## src/rtl/sistema_y_pkg.sv

```systemverilog
// sistema_y_pkg: shared state encoding and default streak/alarm thresholds
package sistema_y_pkg;
   typedef enum logic [1:0] {IDLE, CUENTA, ABIERTO, ALARMA} estado_t;
   localparam int RACHA_N_DEF = 3;
   localparam int MAX_ERR_DEF = 4;
endpackage

```

## src/rtl/validador_racha_contador_sat.sv

```systemverilog
// contador_sat: saturating up-counter with synchronous clear; never wraps past MAX
module contador_sat #(
   parameter int WIDTH = 2,
   parameter int MAX   = 3
) (
   input  logic             clk,
   input  logic             rst,
   input  logic             clr,
   input  logic             inc,
   output logic [WIDTH-1:0] q
);
   localparam logic [WIDTH-1:0] MAX_V = WIDTH'(MAX);
   logic [WIDTH-1:0] q_d, q_q;
   always_comb q_d = clr ? '0 : (inc && q_q != MAX_V) ? q_q + 1'b1 : q_q;
   always_ff @(posedge clk) q_q <= rst ? '0 : q_d;
   assign q = q_q;
endmodule

```

## src/rtl/validador_racha.sv

```systemverilog
// validador_racha: opens after RACHA_N consecutive valid matches, latches alarm after MAX_ERR mismatches
module validador_racha
   import sistema_y_pkg::*;
#(
   parameter int RACHA_N = RACHA_N_DEF,
   parameter int MAX_ERR = MAX_ERR_DEF,
   parameter int CW      = $clog2(RACHA_N + 1),
   parameter int EW      = $clog2(MAX_ERR + 1)
) (
   input  logic          clk,
   input  logic          rst,
   input  logic          valid_in,
   input  logic          eq_in,
   input  logic          clear,
   output logic [CW-1:0] racha,
   output logic [EW-1:0] errores,
   output logic          ok,
   output logic          abierto,
   output logic          alarma
);
   localparam logic [CW-1:0] R_LAST = CW'(RACHA_N - 1);
   localparam logic [EW-1:0] E_LAST = EW'(MAX_ERR - 1);
   estado_t estado_d, estado_q;
   logic ok_d, ok_q;
   logic r_inc, r_clr, e_inc, e_clr;
   contador_sat #(.WIDTH(CW), .MAX(RACHA_N)) u_racha (
      .clk(clk), .rst(rst), .clr(r_clr), .inc(r_inc), .q(racha)
   );
   contador_sat #(.WIDTH(EW), .MAX(MAX_ERR)) u_errores (
      .clk(clk), .rst(rst), .clr(e_clr), .inc(e_inc), .q(errores)
   );
   // Samples only count while still collecting; open/alarm states ignore them until clear
   always_comb begin
      estado_d = estado_q;
      ok_d     = 1'b0;
      r_inc    = 1'b0;
      r_clr    = 1'b0;
      e_inc    = 1'b0;
      e_clr    = 1'b0;
      if (clear) begin
         estado_d = IDLE;
         r_clr    = 1'b1;
         e_clr    = 1'b1;
      end else if (valid_in && (estado_q == IDLE || estado_q == CUENTA)) begin
         if (eq_in) begin
            r_inc = 1'b1;
            if (racha == R_LAST) begin
               estado_d = ABIERTO;
               ok_d     = 1'b1;
               e_clr    = 1'b1;
            end else begin
               estado_d = CUENTA;
            end
         end else begin
            r_clr    = 1'b1;
            e_inc    = 1'b1;
            estado_d = (errores == E_LAST) ? ALARMA : IDLE;
         end
      end
   end
   always_ff @(posedge clk) begin
      estado_q <= rst ? IDLE : estado_d;
      ok_q     <= rst ? 1'b0 : ok_d;
   end
   assign ok      = ok_q;
   assign abierto = (estado_q == ABIERTO);
   assign alarma  = (estado_q == ALARMA);
endmodule

```

## config.mk

```make
export PLATFORM = sky130hd
export DESIGN_NAME = validador_racha
export DESIGN_NICKNAME = d
export VERILOG_FILES = /design/src/rtl/sistema_y_pkg.sv /design/src/rtl/validador_racha_contador_sat.sv /design/src/rtl/validador_racha.sv
export SDC_FILE = /design/constraint.sdc
export NUM_CORES = 1
export LEC_CHECK = 0
export BUFFER_PORTS_ARGS = -buffer_cell sky130_fd_sc_hd__buf_2
export CAP_MARGIN = 10
export CORE_AREA = 8 8 45 47
export DETAILED_ROUTE_END_ITERATION = 8
export DIE_AREA = 0 0 53 55
export PLACE_DENSITY_LB_ADDON = 0.3
export SETUP_SLACK_MARGIN = 0.15
export SLEW_MARGIN = 20
export SYNTH_ARGS = -nofsm -noshare
export SYNTH_HDL_FRONTEND = slang
export SYNTH_SLANG_ARGS = --single-unit
export TNS_END_PERCENT = 20
```

## constraint.sdc

```tcl
create_clock -name clk -period 3.2 [get_ports clk]
set_input_delay 0.32 -clock clk [delete_from_list [all_inputs] [get_ports clk]]
set_output_delay 0.32 -clock clk [all_outputs]
set_load 0.02 [all_outputs]
```

==> impl_summary.log, run 1 <==
[metrics] final hold viol count: 0
[metrics] number of routed nets with antenna violations: 0
[metrics] Syn Inst Count: 53
[metrics] Leak: 0.244 nW
[metrics] I/O pins: 13
[metrics] number of nets produced by synthesis: 63
[metrics] buffers inserted during post-CTS setup optimization: 0
[metrics] antenna violations before repair: 0
[metrics] Reg2Reg Launch Point: u_racha.q[0]
[metrics] Post-CTS Resized: 0
[metrics] antenna diode instance count: 0
[metrics] count of TritonRoute iterations in the first routing pass: 4
[metrics] worst clock skew: 0.00421 ns
[metrics] clock tree from TritonCTS: done
[metrics] clock latency on the worst-skew pair: 0.25 ns
[metrics] number of nets in the finished design: 78
[metrics] Hold Path Origin: valid_in
[metrics] cts hold-fix bufs: 0
[metrics] reg2reg setup slack: roughly 1.8 ns
[metrics] hold path depth: 3
[metrics] Min-Delay Endpoint: estado_q[1]
[metrics] mean cell area of the mapped netlist: ~9.0 sq um
[metrics] Layout Area Growth over Synthesis: 18.4%
[metrics] count of state elements after synthesis: 8
[metrics] Slew HR: 78.0%
[metrics] vias in the first global route: 367
[metrics] global-route wire length before repair: 1.52 mm
[metrics] CTS Buf Count: 3
[metrics] warning count from the yosys run: 0
[metrics] drt wl/cell: between 10 and 15 um
[metrics] Period Utilization, post-route: 44.2%
[metrics] total gr overflow: 0
[metrics] maximum capacitance violations: 0
[metrics] ratio of total power to cell area: ~340 nW/um^2
[metrics] required time of the worst setup path: between 3 and 4 ns
[metrics] final core occ: just over 40%
[metrics] htree depth: 1
[metrics] endpoint arrival time on the critical path: 1.60 ns
[metrics] DRC violations left: 0
[metrics] number of core rows: 14
[metrics] HP Class: input pin to register
[metrics] maximum vdd drop: 171 uV
[metrics] netlist area before placement: between 400 and 500 sq um
[metrics] buffer type at the clock tree root: sky130_fd_sc_hd__clkbuf_4
[metrics] Die Outline Area: 2920 sq um
[metrics] worst-path fanout max: 5
[metrics] sequential element share of the synthesized area: between 30% and 40%
[metrics] Initial Util: around a third
[metrics] number of endpoints failing setup at the final stage: 0
[metrics] unrepaired setup endpoints after global routing: false
[metrics] startpoint types: register
[metrics] detailed placer's ending HPWL: 729 um
[metrics] all-layer global routing usage: 7.06%
[metrics] Die X: roughly 53 um
[metrics] reg-to-reg critical path endpoint: u_racha.q[1]
[metrics] final period demand of the worst path: ~1.4 ns
[metrics] fraction of layout instances using a drive strength above 1: 27.3%
[metrics] largest net degree at the start of global routing: 10
[metrics] number of sinks handled by clock tree synthesis: 8
[metrics] type of the setup path with the least slack: register to register
[metrics] Final Routed Wirelength: between 800 and 900 um
[metrics] number of distinct library cells after synthesis: 22
[metrics] number of cells on the worst reg-to-reg path: 4
[metrics] Total Neg Setup Slack: 0 ns
[metrics] # port buffers: 12
[metrics] Final Max Tran Viols: 0
[metrics] highest achievable clock rate: 707 MHz
[metrics] Iteration-0 DRC Markers: 3
[metrics] type of element capturing the critical path: register
[metrics] overall die height: ~55 um
[metrics] result of the run: complete, no violations
[metrics] number of buffers on the longest clock path: 2
[metrics] DR vias: 398
[metrics] transition at the pin with the smallest max-transition slack: 0.330 ns
[metrics] global placement routability congestion: 0.730
[metrics] post-detailed-route via-to-cell ratio: between 4 and 5
[metrics] clock edge transition at the registers on the reported setup and hold paths: around 0.050 ns
[metrics] core region area: approximately 1400 sq um
[worst max-delay path, cell delays in order, from the launching register on]
cell                      delay (ns)
sky130_fd_sc_hd__dfxtp_1        0.37
sky130_fd_sc_hd__inv_1          0.06
sky130_fd_sc_hd__ha_1           0.27
sky130_fd_sc_hd__or4b_1         0.51
sky130_fd_sc_hd__a21oi_1        0.15
[worst max-delay path by stage]
stage	start	to	slack (ns)	cells past startpoint
after global placement	u_racha.q[0]	u_racha.q[1]	1.81	4
after CTS	u_racha.q[0]	u_racha.q[1]	1.79	4
after detailed placement	u_racha.q[0]	u_racha.q[1]	1.78	4
after global routing	u_racha.q[0]	u_racha.q[1]	1.68	4
after floorplan	u_racha.q[0]	u_racha.q[1]	1.69	4
final	u_racha.q[0]	u_racha.q[1]	1.79	4
[flip-flops by register name (all words and copies together) (netlist names)]
| register | flops |
|---|---|
| u_errores.q | 3 |
| u_racha.q | 2 |
| ok | 1 |
| estado_q | 2 |
[placed cells by master, fill, tap and decap left out, drive strengths merged]
master  synthesis  layout
ha              5       5
nand2           2       2
and2            3       3
mux2            1       1
a211o           1       1
or2             1       1
a21oi           7       7
nor4b           1       1
nand4b          1       1
or4b            3       3
o21ai           5       5
nor2            3       3
clkbuf          1       3
nand2b          3       3
nand3           2       2
buf             1      12
inv             4       4
nor2b           1       1
dfxtp           8       8
[layout make-up]
cell class                      count  area, sq um
Clock buffer                        3         22.5
Multi-Input combinational cell     39          287
Timing Repair Buffer               12         60.1
Tap cell                           16         20.0
Sequential cell                     8          160
Inverter                            4         15.0
Fill cell                         156          820
[cell families (layout without fill, tap and decap cells)]
family | count (synthesis) | after routing | share of synthesized area (%)
and+or+nand+nor | 20 | 20 | 30.2
AOI/OAI and AO/OA | 13 | 13 | 14.4
DFF | 8 | 8 | 33.6
buffers and inverters | 6 | 19 | 6.30
adders and majority gates | 5 | 5 | 13.1
muxes | 1 | 1 | 2.36
[routing by layer]
layer / global-route usage (%) / part of all wire [%] / vias to the layer above
met5: 0 / 0 / -
met4: 1.29 / 0 / 0
met3: 4.01 / 7.3 / 0
met2: 10.9 / 46 / 11
met1: 8.40 / 47 / 175
li1: - / - / 212
[cell usage after synthesis, drive strengths merged]
| library cell | instances | share of area [%] |
|---|---|---|
| ha | 5 | 13 |
| inv | 4 | 3.1 |
| or2 | 1 | 1.3 |
| a21oi | 7 | 7.3 |
| dfxtp | 8 | 34 |
| o21ai | 5 | 5.2 |
| nand2b | 3 | 5.5 |
| and2 | 3 | 3.9 |
| nand4b | 1 | 1.8 |
| nor2b | 1 | 1.3 |
| mux2 | 1 | 2.4 |
| or4b | 3 | 7.1 |
| nand2 | 2 | 1.6 |
| a211o | 1 | 1.8 |
| buf | 1 | 2.4 |
| nor2 | 3 | 2.4 |
| nand3 | 2 | 2.1 |
| nor4b | 1 | 3.1 |
| clkbuf | 1 | 0.79 |
[where the power goes]
| part | total, W | switching [W] | internal, W | leakage [nW] |
|---|---|---|---|---|
| Combinational | 0.0000167 | 0.00000941 | 0.00000733 | 0.166 |
| Clock | 0.0000747 | 0.0000319 | 0.0000428 | 0.0138 |
| Sequential | 0.000102 | 0.000000991 | 0.000101 | 0.0646 |
| Total | 0.000193 | 0.0000423 | 0.000151 | 0.244 |
[through the flow]
stage	instance area, sq um	power, W	std cells	setup slack [ns]	hold WS, ns
floorplan	477	0.000116	53	1.69	0.441
global placement	542	0.000121	79	1.81	0.464
detailed placement	542	0.000121	79	1.78	0.460
CTS	564	0.000200	82	1.79	0.388
global route	564	0.000210	82	1.68	0.396
finish	564	0.000193	82	1.79	0.402
Note: power is estimated with default switching activity, not from simulation.
==> run 2: changes to the inputs <==
ABC_AREA = 1   (was unset)
clock period = 1.28 ns   (was 3.2 ns; I/O delays follow)
==> impl_summary.log, run 2 <==
[metrics] final hold viol count: 0 (unchanged)
[metrics] DRC violations left: 0 (unchanged)
[metrics] number of sinks handled by clock tree synthesis: 8 (unchanged)
[metrics] largest net degree at the start of global routing: 6 (-4)
[metrics] ordered cell list for the critical path: inv_1 > ha_2 > nand2_2 > nor2_2 > nor2_4 > nand2_1 > nor2_1
[metrics] highest achievable clock rate: 926 MHz (+31%)
[metrics] Initial Util: 34.4% (unchanged)
[metrics] sequential element share of the synthesized area: 33.6% (unchanged)
[metrics] worst-path fanout max: 5 (unchanged)
[metrics] most area-consuming cells after synthesis: sky130_fd_sc_hd__dfxtp_1, sky130_fd_sc_hd__nand2_1, sky130_fd_sc_hd__ha_1
[metrics] Total Neg Setup Slack: 0 ns (unchanged)
[metrics] htree depth: 1 (unchanged)
[metrics] endpoint arrival time on the critical path: 1.23 ns (-0.37 ns)
[metrics] detailed placer's ending HPWL: 824 um (+13%)
[metrics] count of TritonRoute iterations in the first routing pass: 4 (unchanged)
[metrics] buffers inserted during post-CTS setup optimization: 0 (unchanged)
[metrics] logic depth of the worst path, buffers included: 7 (+3)
[metrics] post-route total power: 0.000534 W (+180%)
[metrics] number of cells on the worst reg-to-reg path: 7 (+3)
[metrics] Critical path destination: u_errores.q[0]
[metrics] I/O pins: 13 (unchanged)
[metrics] ys async rst share: 0% (unchanged)
[metrics] slowest cell on the critical path: sky130_fd_sc_hd__dfxtp_4
[metrics] maximum capacitance violations: 0 (unchanged)
[metrics] CTS Buf Count: 3 (unchanged)
[metrics] number of endpoints failing setup at the final stage: 0 (unchanged)
[metrics] cell taking the most area after synthesis: sky130_fd_sc_hd__dfxtp_1
[metrics] maximum vdd drop: 437 uV (+160%)
[metrics] flip-flop count of the largest register after layout: 3 (unchanged)
[metrics] Layout Area Growth over Synthesis: 40.4%
[metrics] buffer type at the clock tree root: sky130_fd_sc_hd__clkbuf_4
[metrics] total gr overflow: 0 (unchanged)
[metrics] Die Outline Area: 2920 sq um (unchanged)
[metrics] count of flip-flops with a built-in enable after synthesis: 0 (unchanged)
[metrics] number of distinct library cells after synthesis: 14 (-36%)
[metrics] Period Utilization, post-route: 84.4% (+40 points)
[metrics] post-detailed-route via-to-cell ratio: 4.55 (-6.2%)
[metrics] top cell family by delay on the critical path: simple AND/OR/NAND/NOR gates
[metrics] origin of the worst setup path: u_racha.q[0]
[metrics] flip-flop cell with the highest count after synthesis: sky130_fd_sc_hd__dfxtp_1
[metrics] met1 GRT Util: 9.19% (+0.79 points)
[metrics] type of the setup path with the least slack: register to register
[metrics] DR vias: 469 (+18%)
[metrics] most common library cells after synthesis: sky130_fd_sc_hd__nand2_1, sky130_fd_sc_hd__nor2_1, sky130_fd_sc_hd__inv_1
[metrics] Die X: 53 um (unchanged)
[metrics] reg2reg setup slack: 0.20 ns (-1.59 ns)
[metrics] # port buffers: 12 (unchanged)
[metrics] total of fill cells in the finished design: 151 (-3.2%)
[metrics] number of nets produced by synthesis: 82 (+30%)
[metrics] worst clock skew: 0.0108 ns (+0.00658 ns)
[metrics] netlist area before placement: 477 sq um (unchanged)
[metrics] type of element capturing the critical path: register
[metrics] final period demand of the worst path: 1.08 ns (-0.334 ns)
[metrics] Reg2Reg Launch Point: u_racha.q[0]
[metrics] clock tree from TritonCTS: done
[metrics] Slew HR: 87.5% (+9.5 points)
[metrics] all-layer global routing usage: 8.60% (+1.5 points)
[metrics] number of core rows: 14 (unchanged)
[metrics] antenna violations before repair: 0 (unchanged)
[metrics] clock latency on the worst-skew pair: 0.26 ns (about the same)
[metrics] most crowded layer after global routing: met2
[metrics] number of buffer and inverter instances along the worst setup path: 1 (unchanged)
[metrics] clock edge transition at the registers on the reported setup and hold paths: 0.06 ns (about the same)
[metrics] number of nets in the finished design: 99 (+27%)
[metrics] mean cell area of the mapped netlist: 6.62 sq um (-26%)
[metrics] count of state elements after synthesis: 8 (unchanged)
[metrics] fraction of met2 tracks used by global routing: 12.9% (+2.0 points)
[metrics] smallest hold slack: 0.197 ns (-0.205 ns)
[metrics] result of the run: complete, no violations
[metrics] startpoint types: register
[metrics] Leak: 0.303 nW (+24%)
[metrics] overall die height: 55 um (unchanged)
[metrics] Iteration-0 DRC Markers: 4 (+1)
[metrics] most repeated cell in the gate-level netlist after synthesis: sky130_fd_sc_hd__nand2_1
[metrics] Final Routed Wirelength: 1.10 mm (+24%)
[metrics] leading cell type in the layout, fill and taps excluded: sky130_fd_sc_hd__nand2_1
[metrics] drt wl/cell: 10.7 um (-1.7%)
[metrics] antenna diode instance count: 0 (unchanged)
[metrics] global placement routability congestion: 0.701 (-4.0%)
[metrics] core region area: 1380 sq um (unchanged)
[metrics] HP Class: input pin to register
[metrics] CP peak stage delay: 0.35 ns (-0.16 ns)
[metrics] number of buffers on the longest clock path: 2 (unchanged)
[metrics] warning count from the yosys run: 0 (unchanged)
[metrics] number of routed nets with antenna violations: 0 (unchanged)
[metrics] commonest cells after routing, fill and taps aside: sky130_fd_sc_hd__nand2_1, sky130_fd_sc_hd__nor2_1, sky130_fd_sc_hd__buf_2
[metrics] vias in the first global route: 450 (+23%)
[metrics] unrepaired setup endpoints after global routing: true
[metrics] Final Max Tran Viols: 0 (unchanged)
[metrics] transition at the pin with the smallest max-transition slack: 0.187 ns (-0.143 ns)
[metrics] reg-to-reg critical path endpoint: u_errores.q[0]
[metrics] global-route wire length before repair: 1.79 mm (+17%)
[metrics] GRT met3 Usage: 2.67% (-1.3 points)
[metrics] fraction of layout instances using a drive strength above 1: 44.8% (+18 points)
[metrics] fraction of post-synthesis cell area in the top cell type by area: 33.6% (unchanged)
[metrics] required time of the worst setup path: 1.43 ns (-1.95 ns)
[metrics] ratio of total power to cell area: 798 nW/um^2 (+130%)
[metrics] Syn Inst Count: 72 (+36%)
## run 2: cell types whose count changed in the layout (fill, tap and decap cells not counted), sizes merged, moves of 4 or more
cell	before	now
a21oi	7	3
inv	4	13
nand2	2	19
nor2	3	17
o21ai	5	1
## run 2: area by class of cell
cell class                      instances  area, sq um  share of cell area [%]
Multi-Input combinational cell         51          344                    51.4
Sequential cell                         8          174                    26.0
Timing Repair Buffer                   12         60.1                    8.97
Inverter                               13         48.8                    7.29
Clock buffer                            3         22.5                    3.36
Tap cell                               16         20.0                    2.99
## run 2: how the worst min path moves through the flow
stage	start	end	slack, ns	cells past startpoint
floorplan	eq_in	ok	0.30	2
global placement	rst	u_racha.q[0]	0.47	6
detailed placement	eq_in	ok	0.47	3
CTS	rst	u_racha.q[0]	0.19	6
global route	eq_in	ok	0.23	3
finish	rst	u_racha.q[0]	0.20	6
## run 2: metrics by stage
step / setup slack [ns] / utilization, % / instance area (sq um) / std cells
after floorplan: 0.158 / - / 485 / 72
after global placement: 0.136 / 40.9 / 566 / 100
after detailed placement: 0.114 / 40.9 / 566 / 100
after CTS: 0.162 / 42.7 / 591 / 103
after global routing: 0.125 / 48.4 / 669 / 103
final: 0.200 / 48.4 / 669 / 103
## run 2: routing by layer
layer | part of all wire [%] | routed length [um]
met1 | 47 | 519
met2 | 43 | 471
met3 | 5.7 | 62
met4 | 4.0 | 44
met5 | 0 | 0
## run 2: power by group
group	internal, W	switching (W)	total (W)
clock	0.000108	0.0000925	0.000200
sequential	0.000249	0.00000580	0.000255
combinational	0.0000301	0.0000488	0.0000789
## run 2: cell families after synthesis
kind of cell,Yosys count,synth area share (%)
buffers and inverters,13,10.2
AO/OA/AOI/OAI,4,4.20
flip-flops,8,33.6
adder cells (fa/ha/maj),5,13.1
AND/OR/NAND/NOR,42,38.8
## run 2: worst register-to-register path, stage by stage (launching register included)
cell	delay, ns
sky130_fd_sc_hd__dfxtp_4	0.35
sky130_fd_sc_hd__inv_1	0.06
sky130_fd_sc_hd__ha_2	0.18
sky130_fd_sc_hd__nand2_2	0.07
sky130_fd_sc_hd__nor2_2	0.15
sky130_fd_sc_hd__nor2_4	0.05
sky130_fd_sc_hd__nand2_1	0.07
sky130_fd_sc_hd__nor2_1	0.04
## run 2: repair_timing
| item | in CTS | in global routing |
|---|---|---|
| hold buffers | 0 | 0 |
| endpoints found under the setup margin | 3 | 6 |
| resized for setup | 1 | 20 |
| pin swaps | 1 | 8 |
==> run 3: changes to the inputs <==
ABC_AREA = 0   (was 1)
clock period = 0.9 ns   (was 1.28 ns; I/O delays follow)
==> impl_summary.log, run 3 (synthesis results as in run 1) <==
[metrics] final hold viol count: 0 (unchanged)
[metrics] CP peak stage delay: 0.45 ns (+0.10 ns)
[metrics] drt wl/cell: 11.7 um (+9.8%)
[metrics] type of the setup path with the least slack: register to register
[metrics] number of endpoints failing setup at the final stage: 14 (+14)
[metrics] ordered cell list for the critical path: ha_4 > or4b_1 > a21oi_1
[metrics] clock tree from TritonCTS: done
[metrics] detailed placer's ending HPWL: 862 um (+4.6%)
[metrics] maximum vdd drop: 575 uV (+32%)
[metrics] Setup WS post-layout: -0.329 ns (-0.529 ns)
[metrics] commonest cells after routing, fill and taps aside: sky130_fd_sc_hd__buf_4, sky130_fd_sc_hd__buf_6, sky130_fd_sc_hd__a21oi_1, sky130_fd_sc_hd__buf_2
[metrics] maximum capacitance violations: 0 (unchanged)
[metrics] startpoint types: register
[metrics] Period Utilization, post-route: 137% (+52 points)
[metrics] worst clock skew: 0.00907 ns (-0.00172 ns)
[metrics] result of the run: finished, violations left
[metrics] leading cell type in the layout, fill and taps excluded: sky130_fd_sc_hd__buf_4
[metrics] number of buffer and inverter instances along the worst setup path: 0 (-1)
[metrics] slowest cell on the critical path: sky130_fd_sc_hd__or4b_1
[metrics] count of TritonRoute iterations in the first routing pass: 2 (-2)
[metrics] Die X: 53 um (unchanged)
[metrics] antenna violations before repair: 0 (unchanged)
[metrics] Die Outline Area: 2920 sq um (unchanged)
[metrics] number of buffers on the longest clock path: 2 (unchanged)
[metrics] worst-path fanout max: 4 (-1)
[metrics] Final Max Tran Viols: 0 (unchanged)
[metrics] htree depth: 1 (unchanged)
[metrics] transition at the pin with the smallest max-transition slack: 0.375 ns (+0.189 ns)
[metrics] number of routed nets with antenna violations: 0 (unchanged)
[metrics] footprint of the multi-input gates: 353 sq um (+2.5%)
[metrics] Iteration-0 DRC Markers: 3 (-1)
[metrics] clock edge transition at the registers on the reported setup and hold paths: 0.06 ns (about the same)
[metrics] CTS Buf Count: 3 (unchanged)
[metrics] clock latency on the worst-skew pair: 0.26 ns (about the same)
[metrics] post-detailed-route via-to-cell ratio: 4.77 (+4.8%)
[metrics] # port buffers: 12 (unchanged)
[metrics] ratio of total power to cell area: 944 nW/um^2 (+18%)
[metrics] DRC violations left: 0 (unchanged)
[metrics] required time of the worst setup path: 1.09 ns (-0.34 ns)
[metrics] Initial Util: 34.4% (unchanged)
[metrics] endpoint arrival time on the critical path: 1.42 ns (+0.19 ns)
[metrics] top cell family by delay on the critical path: simple AND/OR/NAND/NOR gates
[metrics] core region area: 1380 sq um (unchanged)
[metrics] Total Neg Setup Slack: -2.43 ns (-2.43 ns)
[metrics] Layout Area Growth over Synthesis: 67.5%
[metrics] all-layer global routing usage: 8.82% (+0.22 points)
[metrics] global-route wire length before repair: 1.97 mm (+10%)
[metrics] type of element capturing the critical path: register
[metrics] DR vias: 458 (-2.3%)
[metrics] HP Class: input pin to register
[metrics] number of sinks handled by clock tree synthesis: 8 (unchanged)
[metrics] global placement routability congestion: 0.750 (+7.1%)
[metrics] number of nets in the finished design: 91 (-8.1%)
[metrics] total of fill cells in the finished design: 122 (-19%)
[metrics] Place WS: -0.348 ns (-0.462 ns)
[metrics] number of core rows: 14 (unchanged)
[metrics] unrepaired setup endpoints after global routing: true
[metrics] largest net degree at the start of global routing: 8 (+2)
[metrics] highest achievable clock rate: 813 MHz (-12%)
[metrics] Final Routed Wirelength: 1.12 mm (+2.4%)
[metrics] Slew HR: 74.9% (-13 points)
[metrics] sequential cell area: 175 sq um (+0.72%)
[metrics] antenna diode instance count: 0 (unchanged)
[metrics] DP Area: 663 sq um (+17%)
[metrics] fraction of layout instances using a drive strength above 1: 62.5% (+18 points)
[metrics] Design Area, Final: 798 sq um (+19%)
[metrics] total gr overflow: 0 (unchanged)
[metrics] flip-flop count of the largest register after layout: 3 (unchanged)
[metrics] Leak: 0.318 nW (+4.9%)
[metrics] buffer type at the clock tree root: sky130_fd_sc_hd__clkbuf_4
[metrics] violated checks: negative setup slack
[metrics] I/O pins: 13 (unchanged)
[metrics] overall die height: 55 um (unchanged)
[metrics] final period demand of the worst path: 1.23 ns (+0.149 ns)
[metrics] vias in the first global route: 504 (+12%)
[run 3: final timing paths]
| kind | cells past startpoint | to | from | slack (ns) |
|---|---|---|---|---|
| hold reg to reg | 2 | estado_q[0] | estado_q[0] | 0.46 |
| hold / removal | 4 | u_errores.q[2] | eq_in | 0.17 |
| setup / recovery | 3 | u_racha.q[1] | u_racha.q[1] | -0.33 |
| setup reg to reg | 3 | u_racha.q[1] | u_racha.q[1] | -0.33 |
[run 3: final cells by class]
class / count / share of cell area, %
multi-input cells: 39 / 44.2
flip-flops and latches: 8 / 21.9
inverters: 4 / 1.88
well taps: 16 / 2.51
repair buffers: 25 / 26.2
clock buffers: 4 / 3.29
[run 3: worst register-to-register path: stages, from the launching register on]
cell                      delay [ns]
sky130_fd_sc_hd__dfxtp_4        0.36
sky130_fd_sc_hd__ha_4           0.23
sky130_fd_sc_hd__or4b_1         0.46
sky130_fd_sc_hd__a21oi_1        0.12
[run 3: through the flow]
step                total power, W  instances  hold WS, ns  utilization, %
floorplan                 0.000408         53        0.235               -
global placement          0.000446         91        0.428            47.9
detailed placement        0.000448         91        0.431            47.9
CTS                       0.000763         96        0.155            56.8
global route              0.000804         96        0.195            57.7
finish                    0.000753         96        0.173            57.7
[run 3: where the power goes]
part,switching [W],total [W],internal [W]
registers,0.00000393,0.000355,0.000351
logic,0.0000452,0.0000983,0.0000531
clock network,0.000130,0.000300,0.000170
total,0.000179,0.000753,0.000574
[run 3: per-layer routing]
metal  GRT usage [%]  share of wire [%]  up-vias
met5               0                  0        -
met4            3.88                  0        0
met3            2.67                4.3        0
met2            17.2                 56        6
met1            8.27                 40      212
li1                -                  -      240
[run 3: repair_timing]
item | CTS | global route
setup endpoints to repair | 16 | 16
setup buffers | 1 | 0
hold buffers | 0 | 0
gates resized for setup | 24 | 4
cloned | 0 | 0
pin swaps | 11 | 3
endpoints found under the hold margin | 0 | 0
